File: config.mk
export PLATFORM = sky130hd
export DESIGN_NAME = ising_job_sequencer
export DESIGN_NICKNAME = d
export VERILOG_FILES = /design/src/rtl/ising_job_sequencer_pkg.sv /design/src/rtl/ising_job_sequencer.sv
export SDC_FILE = /design/constraint.sdc
export NUM_CORES = 1
export LEC_CHECK = 0
export CORE_MARGIN = 5
export CORE_UTILIZATION = 30
export CTS_CLUSTER_DIAMETER = 80
export DETAILED_ROUTE_END_ITERATION = 16
export GPL_ROUTABILITY_DRIVEN = 0
export GPL_TIMING_DRIVEN = 1
export PLACE_DENSITY_LB_ADDON = 0.1
export REMOVE_ABC_BUFFERS = 1
export SYNTH_ARGS = -nofsm -noshare
export SYNTH_HDL_FRONTEND = slang
export SYNTH_SLANG_ARGS = --single-unit
File: constraint.sdc
create_clock -name clk -period 3.7 [get_ports clk]
set_clock_uncertainty 0.2 [all_clocks]
set_input_delay 0.74 -clock clk [delete_from_list [all_inputs] [get_ports clk]]
set_output_delay 0.74 -clock clk [all_outputs]
set_load 0.01 [all_outputs]
File: src/rtl/ising_job_sequencer_pkg.sv
// ising_job_sequencer_pkg: shared ising_axi address map and sequencer state encoding.
// Holds the register addresses of the attached ising_axi block and the state
// encoding used by ising_job_sequencer, so neither is redefined locally.
package ising_job_sequencer_pkg;
  localparam logic [31:0] START_ADDR       = 32'h0000_0000;
  localparam logic [31:0] CTR_CUTOFF_ADDR  = 32'h0000_0004;
  localparam logic [31:0] CTR_MAX_ADDR     = 32'h0000_0008;
  localparam logic [31:0] PHASE_ADDR_BASE  = 32'h0000_1000;
  localparam logic [31:0] WEIGHT_ADDR_BASE = 32'h0010_0000;
  localparam logic [3:0] ST_IDLE    = 4'd0;
  localparam logic [3:0] ST_CFG_CUT = 4'd1;
  localparam logic [3:0] ST_CFG_MAX = 4'd2;
  localparam logic [3:0] ST_LOAD    = 4'd3;
  localparam logic [3:0] ST_START   = 4'd4;
  localparam logic [3:0] ST_RUN     = 4'd5;
  localparam logic [3:0] ST_RD_ADDR = 4'd6;
  localparam logic [3:0] ST_RD_DATA = 4'd7;
  localparam logic [3:0] ST_EMIT    = 4'd8;
  localparam logic [3:0] ST_DONE    = 4'd9;
  typedef enum logic [3:0] {
    IDLE    = ST_IDLE,
    CFG_CUT = ST_CFG_CUT,
    CFG_MAX = ST_CFG_MAX,
    LOAD    = ST_LOAD,
    START   = ST_START,
    RUN     = ST_RUN,
    RD_ADDR = ST_RD_ADDR,
    RD_DATA = ST_RD_DATA,
    EMIT    = ST_EMIT,
    DONE    = ST_DONE
  } state_e;
endpackage

File: src/rtl/ising_job_sequencer.sv
// ising_job_sequencer: drives one Ising job through ising_axi (configure, load edges, run, read phases).
// Ports:
//   clk, axi_rstn                 clock, asynchronous active-low reset
//   job_start, cfg_cutoff/max     job launch pulse and counter settings (sampled at launch)
//   edge_*                        upper-triangular edge stream (edge_last ends loading)
//   wready, wr_addr, wdata        single-cycle write port into ising_axi
//   araddr, rdata                 read port, one-cycle read latency
//   res_*                         per-spin result stream (phase and thresholded spin)
//   busy, done, err               status: not idle, end-of-job pulse, sticky bad-edge flag
module ising_job_sequencer
  import ising_job_sequencer_pkg::*;
#(
  parameter int          N           = 8,
  parameter int          NUM_WEIGHTS = 3,
  parameter int          RUN_CYCLES  = 600,
  parameter logic [31:0] START_DATA  = 32'h0000_0010
) (
  input  logic                   clk,
  input  logic                   axi_rstn,
  input  logic                   job_start,
  input  logic [31:0]            cfg_cutoff,
  input  logic [31:0]            cfg_max,
  input  logic                   edge_valid,
  output logic                   edge_ready,
  input  logic [$clog2(N)-1:0]   edge_i,
  input  logic [$clog2(N)-1:0]   edge_j,
  input  logic [NUM_WEIGHTS-1:0] edge_w,
  input  logic                   edge_last,
  output logic                   wready,
  output logic [31:0]            wr_addr,
  output logic [31:0]            wdata,
  output logic [31:0]            araddr,
  input  logic [31:0]            rdata,
  output logic                   res_valid,
  input  logic                   res_ready,
  output logic [$clog2(N)-1:0]   res_idx,
  output logic [31:0]            res_phase,
  output logic                   res_spin,
  output logic                   busy,
  output logic                   done,
  output logic                   err
);
  localparam int              KW       = $clog2(N);
  localparam logic [KW-1:0]   K_LAST   = KW'(N - 1);
  localparam logic [31:0]     RUN_LAST = 32'(RUN_CYCLES - 1);
  state_e          state_q, state_d;
  logic [31:0]     cut_q, cut_d, max_q, max_d, cnt_q, cnt_d, phase_q, phase_d;
  logic [KW-1:0]   k_q, k_d;
  logic            spin_q, spin_d, err_q, err_d;
  logic [31:0]     rd_addr;
  // Phases are read highest slot first, so result k comes from slot N-1-k.
  assign rd_addr   = PHASE_ADDR_BASE + ((32'(N - 1) - 32'(k_q)) << 2);
  assign busy      = state_q != IDLE;
  assign done      = state_q == DONE;
  assign err       = err_q;
  assign res_idx   = k_q;
  assign res_phase = phase_q;
  assign res_spin  = spin_q;
  always_comb begin
    state_d    = state_q;
    cut_d      = cut_q;
    max_d      = max_q;
    cnt_d      = cnt_q;
    phase_d    = phase_q;
    k_d        = k_q;
    spin_d     = spin_q;
    err_d      = err_q;
    wready     = 1'b0;
    wr_addr    = 32'd0;
    wdata      = 32'd0;
    araddr     = 32'd0;
    edge_ready = 1'b0;
    res_valid  = 1'b0;
    unique case (state_q)
      IDLE: if (job_start) begin
        state_d = CFG_CUT;
        cut_d   = cfg_cutoff;
        max_d   = cfg_max;
        err_d   = 1'b0;
        k_d     = '0;
      end
      CFG_CUT: begin
        wready  = 1'b1;
        wr_addr = CTR_CUTOFF_ADDR;
        wdata   = cut_q;
        state_d = CFG_MAX;
      end
      CFG_MAX: begin
        wready  = 1'b1;
        wr_addr = CTR_MAX_ADDR;
        wdata   = max_q;
        state_d = LOAD;
      end
      LOAD: begin
        edge_ready = 1'b1;
        // Lower-triangle edges are swallowed and flagged; the diagonal carries the initial spin.
        if (edge_valid) begin
          err_d   = (edge_i > edge_j) ? 1'b1 : err_q;
          wready  = edge_i <= edge_j;
          wr_addr = WEIGHT_ADDR_BASE + (32'(edge_i) << 2) + (32'(edge_j) << 13);
          wdata   = 32'(edge_w);
          state_d = edge_last ? START : LOAD;
        end
      end
      START: begin
        wready  = 1'b1;
        wr_addr = START_ADDR;
        wdata   = START_DATA;
        cnt_d   = 32'd0;
        state_d = RUN;
      end
      RUN: begin
        cnt_d   = (cnt_q == RUN_LAST) ? cnt_q : cnt_q + 32'd1;
        k_d     = (cnt_q == RUN_LAST) ? '0 : k_q;
        state_d = (cnt_q == RUN_LAST) ? RD_ADDR : RUN;
      end
      RD_ADDR: begin
        araddr  = rd_addr;
        state_d = RD_DATA;
      end
      RD_DATA: begin
        araddr  = rd_addr;
        phase_d = rdata;
        spin_d  = rdata >= cut_q;
        state_d = EMIT;
      end
      EMIT: begin
        res_valid = 1'b1;
        if (res_ready) begin
          state_d = (k_q == K_LAST) ? DONE : RD_ADDR;
          k_d     = (k_q == K_LAST) ? k_q : k_q + 1'b1;
        end
      end
      DONE: state_d = IDLE;
      default: state_d = IDLE;
    endcase
  end
  always_ff @(posedge clk or negedge axi_rstn) begin
    if (!axi_rstn) begin
      state_q <= IDLE;
      cut_q   <= 32'd0;
      max_q   <= 32'd0;
      cnt_q   <= 32'd0;
      phase_q <= 32'd0;
      k_q     <= '0;
      spin_q  <= 1'b0;
      err_q   <= 1'b0;
    end else begin
      state_q <= state_d;
      cut_q   <= cut_d;
      max_q   <= max_d;
      cnt_q   <= cnt_d;
      phase_q <= phase_d;
      k_q     <= k_d;
      spin_q  <= spin_d;
      err_q   <= err_d;
    end
  end
endmodule

# ---- Word-level counts from Yosys, hierarchy flattened
# Cells that the tools add are included.
dict set report op_classes {
  order_cmp 3
  n_eq_ne 18
  add_sub_neg 6
  n_reduce_logical 12
  muxes 27
}
# op count
set ops {}
lappend ops {{32-bit case mux with 4 select lines} 1}
lappend ops {{23-bit case mux with 3 select lines} 1}
lappend ops {{32-bit two-way mux} 2}
lappend ops {{32-bit case mux with 2 select lines} 1}
lappend ops {{4-bit case mux with 9 select lines} 1}
lappend ops {{32-bit by 1-bit adder with 32-bit output, second input constant} 1}
lappend ops {{32-bit by 10-bit == test with 1-bit output, second input constant} 1}
lappend ops {{32-bit greater-or-equal comparator} 1}
lappend ops {{22-bit by 16-bit adder with 23-bit output} 1}
lappend ops {{23-bit two-way mux} 1}
lappend ops {{21-bit by 5-bit adder with 22-bit output, first input constant} 1}
lappend ops {{3-bit two-way mux} 6}
lappend ops {{4-bit by 3-bit == test with 1-bit output, second input constant} 4}
lappend ops {{4-bit two-way mux} 4}
lappend ops {{14-bit by 6-bit adder with 15-bit output, first input constant} 1}
lappend ops {{2-bit inequality test, second input constant} 7}
lappend ops {{3-bit case mux with 3 select lines} 1}
lappend ops {{4-bit by 2-bit == test with 1-bit output, second input constant} 2}
lappend ops {{4-bit == test, second input constant} 2}
lappend ops {{1-bit two-way mux} 6}
lappend ops {{5-bit AND reduction} 1}
lappend ops {{4-bit by 1-bit == test with 1-bit output, second input constant} 1}
lappend ops {{4-bit zero test} 1}
lappend ops {{1-bit case mux with 2 select lines} 2}
lappend ops {{other kinds (14)} 16}
dict set report word_totals {
  output_inout_bits 138
  register_bits 137
  elab_cells 74
}

# ---- Depth between registers and ports, before layout
dict set report logic_depth {
  ltp_word 4
  depth_mapped 7
  ltp_nobuf 7
}

# ---- Worst setup path after synthesis
# OpenSTA, ideal clock, no wires.
dict set report synth_path {
  path_kind {register -> output}
  start {register state_q[1]}
  end {output port wready}
  stages_incl_launch_ff 8
  path_buffers 2
  path_slack_ns 1.078
  t_arrival_ns 1.682
  path_cell_list {dfrtp_1 > clkbuf_1 > nand3_1 > inv_1 > and2_1 > clkbuf_1 > inv_1 > o21ai_0}
}
dict set report synth_between {
  elab_chain_len 3
}
# item line
set synth_rtl {}
lappend synth_rtl {{from (decl)} ising_job_sequencer.sv:46} ;# state_e state_q, state_d;
lappend synth_rtl {{from (signal assigned)} ising_job_sequencer.sv:149} ;# state_q <= state_d;
lappend synth_rtl {{4-bit by 3-bit == test with 1-bit output (tied with other cells)} ising_job_sequencer.sv:74} ;# unique case (state_q)
lappend synth_rtl {{3-bit OR reduction (no source line)} n/a}
lappend synth_rtl {{1-bit case mux with 2 select lines (*)} ising_job_sequencer.sv:74}
lappend synth_rtl {{to (decl)} ising_job_sequencer.sv:29} ;# output logic wready,
# Mark *: on every way between the ends. The rest lies on a longest branch, timed or not.

# ---- Final worst setup path
dict set report layout_path {
  start {input port edge_j[1]}
  end {output port wready}
}
dict set report layout_between {
  elab_chain_len 3
}
# item line
set layout_rtl {}
lappend layout_rtl {{from (decl)} ising_job_sequencer.sv:26} ;# input logic [$clog2(N)-1:0] edge_j,
lappend layout_rtl {{3-bit less-or-equal comparator} ising_job_sequencer.sv:99} ;# wready = edge_i <= edge_j;
lappend layout_rtl {{1-bit two-way mux} ising_job_sequencer.sv:97} ;# if (edge_valid) begin
lappend layout_rtl {{1-bit case mux with 2 select lines} ising_job_sequencer.sv:74}
# No other way between the ends.

==> run metrics <==
Slowest cell on crit path=clkdlybuf4s50_1; synthesis-stage register bit count=137; CTS Hold Bufs=0; R2R setup slack=1060 ps; H-tree depth=4; Cell Chain, Critical Path=clkdlybuf4s50_1 -> inv_1 -> ha_1 -> nor2b_1 -> o21ai_0 -> a32oi_1 -> o21ai_0 -> clkdlybuf4s50_1; Worst Max-Slew Pin Slew=688.0 ps; Reg2Reg Depth=4; Clock Sink Count=137; Primary FF master, synth=dfrtp_1; WL final=21850 µm; Fmax=282.4 MHz; die area=28380 µm²; DR WL/cell=16.88 µm; largest net degree at the start of global routing=60; Max Slew Vio Count=0; Final Instance Area=10310 µm²; Post-Synthesis Cell Area=7532 µm²; crit-path max cell delay=560 ps; routed via count=5967; Slew headroom=53.97%; Hold/Removal Path Class=primary input to async pin; Pwr Total=7544 µW; Die Y=168.5 µm; WP data arrival=2600 ps; DRC=0; CTS tree=done; # rows=58; Ports=249; RSZ-0062 raised after global routing=false; post-DP HPWL=16210 µm; synth-to-layout area growth=36.89%; ANT nets after route=0; Final nets=1100; post-cts sizing count=0; GRT Total Usage=15.26%; setup repair bufs after CTS=0; gr ovfl total=0; ys async rst share=100.0%; CTS Buf Count=17; placed cells=1262; final std cells w/o fill=1294; R2R Path End=cut_q[13]; DP Area=9743 µm²; Post-synth EDFFs=0; Clk Latency, worst-skew pair=420 ps; Starting Density=30.17%; vias per cell=4.611; Distinct cells, synth=52; status=complete, no violations; Max Cap Viol=0; Reg2Reg Launch Point=state_q[0]; type of origin of the critical path=primary input; PD cells=731.6 nW/µm²; leakage power=0.004727 µW; root buf cell=clkbuf_16; die width=168.5 µm; cells after synthesis=754; core area=24960 µm²; Final period util=95.71%; syn_area_per_cell=9.990 µm²; antenna violations before repair=0; Setup CP Type=primary input to primary output; Pre-antenna DRT Iters=4; endpoints failing hold=0; layout cells sized above 1=12.67%; initial drt markers=329; Syn. warnings=0; first-pass GRT wire length=34090 µm; vias in the first global route=5982; Setup violations, final=0; Critical Path Fanout Max=2; clock transition at the registers of the reported paths=70 ps; Crit. End Element=primary output; CTS max path bufs=2; Util after Layout=41.30%; register area share after synthesis=45.51%; WP data required=2760 ps; port bufs=195; Peak supply drop=0.2822 mV; min Tclk post-route=3541 ps
[Yosys cell counts (all sizes together), types with 2 or more instances]
library cell	n	area [µm²]
o21ai	18	90.09
inv	50	187.7
nor4bb	3	30.03
a21boi	2	15.01
nand2	122	457.9
and4	10	90.09
dfrtp	137	3428
o221ai	2	17.52
a222oi	3	30.03
a211o	2	17.52
and3	4	25.02
nand3	15	75.07
xnor2	6	52.55
nand4	20	140.1
nor4	9	56.30
o21a	2	15.01
o31ai	3	22.52
xor2	15	131.4
nor2b	5	31.28
a22o	30	262.8
buf	67	468.0
mux2	66	743.2
o22ai	2	12.51
ha	38	475.5
and2	5	31.28
or3	8	55.05
o2bb2ai	3	26.28
nor4b	2	17.52
a21o	4	30.03
a21oi	21	105.1
o211ai	4	30.03
or4	2	15.01
nand2b	3	18.77
nor3	5	25.02
nor2	36	135.1
clkbuf	18	67.56
[critical path: cells and delay by family]
family | cells | cell delay, ps
AO/OA/AOI/OAI | 3 | 390
adder cells (fa/ha/maj) | 1 | 280
buffers and inverters | 3 | 1060
AND/OR/NAND/NOR | 1 | 130
[metal layers]
| layer | wire length (µm) | vias to the layer above | share of wire (%) | GRT usage (%) |
|---|---|---|---|---|
| li1 | - | 2926 | - | - |
| met2 | 10440 | 146 | 48 | 25.02 |
| met4 | 218 | 0 | 1.0 | 3.599 |
| met1 | 10150 | 2882 | 46 | 20.88 |
| met5 | 0 | - | 0 | 0 |
| met3 | 1041 | 13 | 4.8 | 3.059 |
[power by group]
part,switching (µW),leakage [µW],internal (µW),total (µW)
combinational,1590,0.00276,1860,3450
clock,710,0.000261,937,1650
sequential,363,0.00171,2080,2450
total,2670,0.00473,4880,7540
[logic make-up (layout without fill, tap and decap cells)]
group / Yosys count / in the layout / share of synthesized area, %
AND/OR/NAND/NOR: 254 / 254 / 16.56
flip-flops: 137 / 137 / 45.51
buffers and inverters: 135 / 292 / 9.601
AO/OA/AOI/OAI: 101 / 101 / 9.518
multiplexers: 67 / 67 / 10.00
adder cells (fa/ha/maj): 38 / 38 / 6.312
XOR/XNOR: 21 / 21 / 2.442
other: 1 / 54 / 0.04979
[flip-flops by register name (all words and copies together) (netlist names)]
signal / flops
state_q: 4
res_spin: 1
res_idx: 3
err: 1
cut_q: 32
max_q: 32
cnt_q: 32
res_phase: 32
[worst max path at each step]
stage                     from        to  cells past startpoint
finish               edge_j[1]    wready                      8
global route         edge_j[1]    wready                      8
CTS                  edge_j[1]    wready                      8
detailed placement   edge_j[1]    wready                      8
global placement     edge_j[1]    wready                      8
floorplan           state_q[0]  wdata[0]                      4
[cell type report]
type / instances / area [µm²]
antenna: 1 / 2.502
clock buffer: 17 / 425.4
clock inverter: 14 / 140.1
fill: 2462 / 14650
inverter: 50 / 187.7
multi-input combinational: 534 / 3591
sequential: 137 / 3428
tap: 330 / 412.9
timing repair buffer: 211 / 2123
[per-stage QoR]
step                      worst slack (ps)  TNS (ps)  hold slack (ps)
after floorplan                     -29.91    -93.61            244.4
final                                158.9         0            79.80
after global placement               153.8         0            256.4
after global routing                 27.89         0            118.1
after detailed placement             167.2         0            261.5
after CTS                            152.7         0            96.17
[cell usage in the layout, fill, tap and decap left out, drive strengths merged, types with 3 or more instances in the layout]
cell type      count
clkdlybuf4s50    194
dfrtp            137
nand2            122
mux2              66
inv               56
conb              53
ha                38
nor2              36
a22o              30
a21oi             21
nand4             20
o21ai             18
clkbuf            17
buf               17
nand3             15
xor2              15
and4              10
nor4               9
or3                8
xnor2              6
nor2b              5
and2               5
clkinvlp           5
nor3               5
and3               4
o211ai             4
a21o               4
a222oi             3
nand2b             3
o31ai              3
nor4bb             3
o2bb2ai            3
No activity file was read; power rests on OpenSTA's default activity.
